===== src/rtl/multicycle_controller.sv =====
// multicycle_controller: multicycle FSM sequencing an RV32I-subset register-file/ALU datapath
module multicycle_controller #(
  parameter int NBITS      = 8,
  parameter int NREGS      = 32,
  parameter int WIDTH_ALUF = 4
) (
  input  logic                     clock,
  input  logic                     reset,
  input  logic [31:0]              Instr,
  output logic                     ifetch_req,
  input  logic                     ifetch_ack,
  output logic [NBITS-1:0]         PC,
  output logic [$clog2(NREGS)-1:0] RS1,
  output logic [$clog2(NREGS)-1:0] RS2,
  output logic [$clog2(NREGS)-1:0] RD,
  output logic [NBITS-1:0]         IMM,
  output logic [WIDTH_ALUF-1:0]    ALUControl,
  output logic                     ALUSrc,
  output logic                     MemtoReg,
  output logic                     RegWrite,
  output logic                     link,
  output logic [NBITS-1:0]         pclink,
  input  logic                     Zero,
  input  logic [NBITS-1:0]         PCReg,
  output logic                     MemRead,
  output logic                     MemWrite,
  input  logic                     mem_ack,
  output logic                     halted
);
  localparam int RW = $clog2(NREGS);
  localparam logic [2:0] FETCH = 3'd0, DECODE = 3'd1, EXEC = 3'd2, MEM = 3'd3, WB = 3'd4, HALT = 3'd5;
  localparam logic [6:0] OP_R = 7'b0110011, OP_I = 7'b0010011, OP_LW = 7'b0000011, OP_SW = 7'b0100011;
  localparam logic [6:0] OP_BEQ = 7'b1100011, OP_JAL = 7'b1101111, OP_JALR = 7'b1100111;
  localparam logic [WIDTH_ALUF-1:0] ALU_ADD = WIDTH_ALUF'(4'b0000);
  localparam logic [WIDTH_ALUF-1:0] ALU_SUB = WIDTH_ALUF'(4'b1000);
  localparam logic [WIDTH_ALUF-1:0] ALU_AND = WIDTH_ALUF'(4'b0111);
  logic [2:0] state_q, state_d;
  logic [NBITS-1:0] pc_q, pc_d;
  logic [31:0] ir_q, ir_d;
  logic halted_q, halted_d;
  logic [6:0] opc, f7;
  logic [2:0] f3;
  logic is_op, is_opi, is_lw, is_sw, is_beq, is_jal, is_jalr, legal, is_mem;
  logic in_exec, in_mem, in_wb;
  logic [31:0] imm32;
  logic [NBITS-1:0] pc4, br_t, jalr_t;
  assign opc = ir_q[6:0];
  assign f3 = ir_q[14:12];
  assign f7 = ir_q[31:25];
  assign is_op = opc == OP_R;
  assign is_opi = opc == OP_I;
  assign is_lw = opc == OP_LW;
  assign is_sw = opc == OP_SW;
  assign is_beq = opc == OP_BEQ;
  assign is_jal = opc == OP_JAL;
  assign is_jalr = opc == OP_JALR;
  assign is_mem = is_lw || is_sw;
  assign legal = (is_op && f7 == 7'd0 && (f3 == 3'b000 || f3 == 3'b111)) ||
                 (is_opi && (f3 == 3'b000 || f3 == 3'b111)) ||
                 (is_mem && f3 == 3'b010) || ((is_beq || is_jalr) && f3 == 3'b000) || is_jal;
  assign imm32 = is_sw  ? {{20{ir_q[31]}}, ir_q[31:25], ir_q[11:7]} :
                 is_beq ? {{19{ir_q[31]}}, ir_q[31], ir_q[7], ir_q[30:25], ir_q[11:8], 1'b0} :
                 is_jal ? {{11{ir_q[31]}}, ir_q[31], ir_q[19:12], ir_q[20], ir_q[30:21], 1'b0} :
                          {{20{ir_q[31]}}, ir_q[31:20]};
  assign IMM = NBITS'(imm32);
  assign RS1 = RW'(ir_q[19:15]);
  assign RS2 = RW'(ir_q[24:20]);
  assign RD = RW'(ir_q[11:7]);
  assign pc4 = pc_q + NBITS'(4);
  assign br_t = pc_q + IMM;
  assign jalr_t = (PCReg + IMM) & ~NBITS'(1);
  assign in_exec = state_q == EXEC;
  assign in_mem = state_q == MEM;
  assign in_wb = state_q == WB;
  always_comb begin
    state_d = state_q;
    pc_d = pc_q;
    ir_d = ir_q;
    halted_d = halted_q;
    case (state_q)
      FETCH: if (ifetch_ack) begin
        ir_d = Instr;
        state_d = DECODE;
      end
      DECODE: begin
        state_d = legal ? EXEC : HALT;
        halted_d = !legal;
      end
      EXEC: begin
        state_d = is_mem ? MEM : FETCH;
        pc_d = is_jal ? br_t : is_jalr ? jalr_t : (is_beq && Zero) ? br_t : is_mem ? pc_q : pc4;
      end
      MEM: if (mem_ack) begin
        state_d = is_lw ? WB : FETCH;
        pc_d = is_lw ? pc_q : pc4;
      end
      WB: begin
        state_d = FETCH;
        pc_d = pc4;
      end
      default: ;
    endcase
  end
  always_ff @(posedge clock) begin
    if (reset) begin
      state_q <= FETCH;
      pc_q <= '0;
      ir_q <= '0;
      halted_q <= 1'b0;
    end else begin
      state_q <= state_d;
      pc_q <= pc_d;
      ir_q <= ir_d;
      halted_q <= halted_d;
    end
  end
  assign PC = pc_q;
  assign pclink = pc4;
  assign halted = halted_q;
  assign ifetch_req = state_q == FETCH;
  // ALUSrc stays up through MEM so the address remains stable for the memory access
  assign ALUSrc = (in_exec && (is_opi || is_mem)) || in_mem;
  assign ALUControl = (in_exec && is_beq) ? ALU_SUB :
                      (in_exec && (is_op || is_opi) && f3 == 3'b111) ? ALU_AND : ALU_ADD;
  assign RegWrite = (in_exec && (is_op || is_opi || is_jal || is_jalr)) || in_wb;
  assign link = in_exec && (is_jal || is_jalr);
  assign MemRead = in_mem && is_lw;
  assign MemWrite = in_mem && is_sw;
  assign MemtoReg = in_wb;
endmodule

===== config.mk =====
export PLATFORM = sky130hd
export DESIGN_NAME = multicycle_controller
export DESIGN_NICKNAME = d
export VERILOG_FILES = /design/src/rtl/multicycle_controller.sv
export SDC_FILE = /design/constraint.sdc
export NUM_CORES = 1
export LEC_CHECK = 0
export ABC_AREA = 1
export CELL_PAD_IN_SITES_DETAIL_PLACEMENT = 1
export CELL_PAD_IN_SITES_GLOBAL_PLACEMENT = 1
export CORE_MARGIN = 2
export CORE_UTILIZATION = 35
export DETAILED_ROUTE_END_ITERATION = 8
export GPL_TIMING_DRIVEN = 0
export PLACE_DENSITY_LB_ADDON = 0.05
export SYNTH_ARGS = -nofsm -noshare
export SYNTH_HDL_FRONTEND = slang
export SYNTH_SLANG_ARGS = --single-unit

===== constraint.sdc =====
create_clock -name clock -period 6.9 [get_ports clock]
set_input_delay 2.07 -clock clock [delete_from_list [all_inputs] [get_ports clock]]
set_output_delay 2.07 -clock clock [all_outputs]
set_load 0.05 [all_outputs]

# Word-level counts from Yosys, hierarchy flattened
# Cells that the tools add are included.
# op_classes
add_sub_neg,3
eq_ne,17
muxes,18
n_reduce_logical,37
# op_table
cell,n
8-bit 2-to-1 mux,6
8-bit one-hot mux with 3 select lines,1
"7-bit == test, second input constant",3
8-bit adder,2
3-bit 2-to-1 mux,5
3-bit one-hot mux with 5 select lines,1
"7-bit by 6-bit == test with 1-bit output, second input constant",2
1-bit logical AND,14
1-bit logical OR,14
5-bit 2-to-1 mux,2
"3-bit by 2-bit == test with 1-bit output, second input constant",3
"8-bit by 3-bit adder with 8-bit output, second input constant",1
"7-bit by 2-bit == test with 1-bit output, second input constant",1
"7-bit by 5-bit == test with 1-bit output, second input constant",1
7-bit zero test,1
"3-bit == test, second input constant",2
3-bit zero test,2
"5-bit by 4-bit inequality test with 1-bit output, second input constant",1
5-bit nonzero test,1
4-bit 2-to-1 mux,1
"2-bit inequality test, second input constant",2
4-bit AND reduction,1
"3-bit by 1-bit == test with 1-bit output, second input constant",1
3-bit AND reduction,1
6 further kinds,6
# totals
reg_bits,44
input_bits,45
output_inout_bits,51

# Depth between registers and ports, before layout
# logic_depth
depth_word,9
depth_mapped,21
ltp_nobuf,21

# Worst setup path after synthesis
# Ideal clock, no wire load.
# synth_path
path_type,input-to-output
start,input port mem_ack
end,output port ALUControl[1]
arrival_time_ns,4.310
t_required_ns,4.830
slack_ns,0.520
stages,7
n_path_buf,1
path_cell_list,o211a_1 nand2_2 nor2_2 inv_1 nor2_1 nor3_1 buf_4
# synth_rtl
element,line_no,text
start: declaration,27,"input logic mem_ack,"
end: declaration,17,"output logic [WIDTH_ALUF-1:0] ALUControl,"

==> flow_summary.ini <==
[setup_path]
path_class = primary input to primary output
critPathBufInv = 3
cp.required_ns = 4.83
worstPathArrival_ns = 4.48
timing.rr.start = ir_q[5]
end_kind = primary output
crit_family = buffers and inverters
cp_max_fo = 4
cpMostUsedCell = clkdlybuf4s50_1
rr_endpoint = PC[5]
slowest_stage = clkdlybuf4s50_1
rr_worst_depth = 16
cp-start-kind = primary input
max_stage_delay_ns = 0.80
path_depth = 8
r2r_setup_slack_ns = 3.74
path_cells = clkdlybuf4s50_1 -> o211a_1 -> nand2_2 -> nor2_2 -> nand3_1 -> nor3_1 -> buf_4 -> clkdlybuf4s50_1

[floorplanning]
die_y_um = 98.1
io_pins = 96
fp.dieArea_mm2 = 0.00963
start_util_pct = 35.9
die_w_um = 98.1
core_area_mm2 = 0.00864
rows = 34

[yosys]
yosysTopAreaCellShare_pct = 28.4
syn_area_mm2 = 0.00310
syn_inst = 445
synth_top_cell_by_area = dfxtp_1
ys_seq_area_share_pct = 28.4
ys.flop_type = dfxtp_1
synth_seq_cells = 44
async_flop_share_pct = 0
post_synth.cell_area_avg_um2 = 6.97
synth_warnings = 0
syn_nets = 508
synth_edf_count = 0
synthDistinctLibCells = 38
synth_area_leaders = dfxtp_1, nand2_1, a21oi_1

[timing]
fmax_ghz = 0.153
slew_headroom_pct = 55.6
finalCriticalPeriod_ns = 6.55
drv_slew = 0
rsz0062_at_grt = false
clock_skew_ns = 0.00769
fin_crit_sh_pct = 94.9
worst_pin_slew_ns = 0.659
hold_viol_final = 0
setup_viol = 0
hold_ws_ns = 0.466
setup-tns-final_ns = 0

[power]
power.static_leakage_uw = 0.00190
power_density_mw_per_mm2 = 197
swShare_pct = 39.2
combPwrFrac_pct = 40.3
p_seq_share_pct = 36.3
p_switching_uw = 332
ir_drop_mv = 0.0888
intPower_uw = 514
clock_power_share_pct = 23.4

[route]
vias = 3339
drtIter0Drc = 106
drt_pass1_iterations = 4
drtAntennaViolNets = 0
via_per_inst = 5.09
drcViolationCount = 0
wirelength_mm = 10.5
avgRoutedWirePerCell_um = 16.0

[clock_tree]
cts_tree = done
h-tree-depth = 2
cts-resized-gates = 0
insertion_delay_ns = 0.30
cts_made_buffers = 5
clkTransAtPathRegs_ns = 0.09
cts_hold_buffers = 0
clkSinkCount = 44
root_buffer = clkbuf_8
cts_buffer_depth = 2
postCtsSetupBuffers = 0

[final_layout]
nets = 610
antenna_cells = 0
drive_above_1_share_pct = 12.8
area.growth.synth_to_final_pct = 38.5

[run_status]
status = completed

[global_route]
grt_busiest_layer = met2
grt_usage_pct = 21.7
grt_max_degree = 14
grt_antenna_before_repair = 0
grt_pass1_vias = 3451
globalRouteMet1Util_pct = 26.3
grt_pass1_wl_mm = 16.9
grt_overflow_total = 0
met2_usage_pct = 40.4
grt_use_met3_pct = 2.93

[worst_hold_path]
hp-class = flop to flop
worstHoldPathCells = 2
min_to = ir_q[31]
min_from = ir_q[31]

[placement]
gp_congestion = 0.885
dp_hpwl_mm = 8.71
portBuffers = 95

[run]
maxCapViolCount = 0
[cells in the final DEF, fill, tap and decap left out, types with 2 or more instances in the layout]
master | netlist | final
nor3_1 | 3 | 3
a21oi_2 | 3 | 3
nand3_1 | 36 | 36
xor2_1 | 9 | 9
ha_1 | 16 | 16
xnor2_1 | 4 | 4
fa_1 | 2 | 2
nor2_4 | 2 | 2
clkbuf_8 | 0 | 5
dfxtp_1 | 44 | 44
nor2_2 | 4 | 4
a21oi_1 | 52 | 52
clkbuf_1 | 11 | 12
nand2_2 | 6 | 6
nand3_4 | 2 | 2
nor3_2 | 2 | 2
nor2_1 | 26 | 26
o211ai_1 | 5 | 5
nand3_2 | 2 | 2
buf_4 | 22 | 22
clkdlybuf4s50_1 | 0 | 95
o21ai_0 | 35 | 35
nand2_1 | 77 | 77
nand2_4 | 5 | 5
inv_2 | 11 | 11
or2_2 | 2 | 2
a21o_1 | 2 | 2
a31oi_1 | 3 | 3
nand4_1 | 4 | 4
inv_1 | 45 | 45
[per-layer routing]
metal	part of all wire [%]	wire, um
met1	44	4600
met2	52	5420
met3	3.5	364
met4	1.3	136
met5	0	0
[registers in the layout (all words and copies together) (netlist names)]
signal and flops:
PC 8, ir_q 32, halted 1, state_q 3
[through the flow]
stage	worst slack (ns)	area [um2]	std cells	utilization (%)	power, uW
finish	0.349	4290	656	49.7	846
global route	0.194	4290	656	49.7	893
CTS	0.324	4290	656	49.7	854
detailed placement	0.328	4190	648	48.5	656
global placement	0.397	4190	648	48.5	646
floorplan	0.520	3100	445	-	534
[Yosys cell counts, types with 2 or more instances]
| master | n |
|---|---|
| a21o_1 | 2 |
| a21oi_1 | 52 |
| a21oi_2 | 3 |
| a31oi_1 | 3 |
| buf_4 | 22 |
| clkbuf_1 | 11 |
| dfxtp_1 | 44 |
| fa_1 | 2 |
| ha_1 | 16 |
| inv_1 | 45 |
| inv_2 | 11 |
| nand2_1 | 77 |
| nand2_2 | 6 |
| nand2_4 | 5 |
| nand3_1 | 36 |
| nand3_2 | 2 |
| nand3_4 | 2 |
| nand4_1 | 4 |
| nor2_1 | 26 |
| nor2_2 | 4 |
| nor2_4 | 2 |
| nor3_1 | 3 |
| nor3_2 | 2 |
| o211ai_1 | 5 |
| o21ai_0 | 35 |
| or2_2 | 2 |
| xnor2_1 | 4 |
| xor2_1 | 9 |
[power groups by stage]
| stage | sequential (uW) | clock, uW | combinational, uW |
|---|---|---|---|
| after floorplan | 315 | 0 | 219 |
| after global placement | 312 | 0 | 334 |
| after detailed placement | 313 | 0 | 343 |
| after CTS | 307 | 203 | 343 |
| after global routing | 311 | 214 | 368 |
| final | 307 | 198 | 341 |
[cell families (layout without fill, tap and decap cells)]
group | Yosys count | count (layout) | share of synthesized area [%]
flops | 44 | 44 | 28.4
buf+inv | 91 | 194 | 13.7
compound gates | 106 | 106 | 18.9
xor+xnor | 13 | 13 | 3.67
simple gates | 173 | 173 | 27.6
fa+ha+maj | 18 | 18 | 7.75
[worst max path at each step]
stage,start,end,slack [ns]
after global placement,mem_ack,ALUControl[2],0.40
after detailed placement,mem_ack,ALUControl[1],0.33
after floorplan,mem_ack,ALUControl[1],0.52
final,mem_ack,ALUControl[1],0.35
after CTS,mem_ack,ALUControl[1],0.32
after global routing,mem_ack,ALUControl[1],0.19
[worst register-to-register path, cell delays in order, from the launching register on]
cell	delay, ns
dfxtp_1	0.45
inv_2	0.07
nor2_2	0.13
nand3_4	0.13
o21ai_0	0.53
ha_1	0.40
a21o_1	0.22
a21oi_1	0.17
o21ai_0	0.17
xor2_1	0.24
o21ai_0	0.12
nor2_1	0.09
nand2_1	0.06
nand2_1	0.06
nand2_1	0.05
nand2_1	0.09
a21oi_2	0.05
[cell type report]
class | instances | area, um2
inverter | 57 | 214
clock buffer | 6 | 72.6
clock inverter | 2 | 35.0
fill | 1107 | 4340
buffer | 34 | 210
timing repair buffer | 95 | 951
multi-input combinational | 310 | 1800
sequential | 44 | 881
tap | 108 | 135
Power figures use the tool's default switching activity.
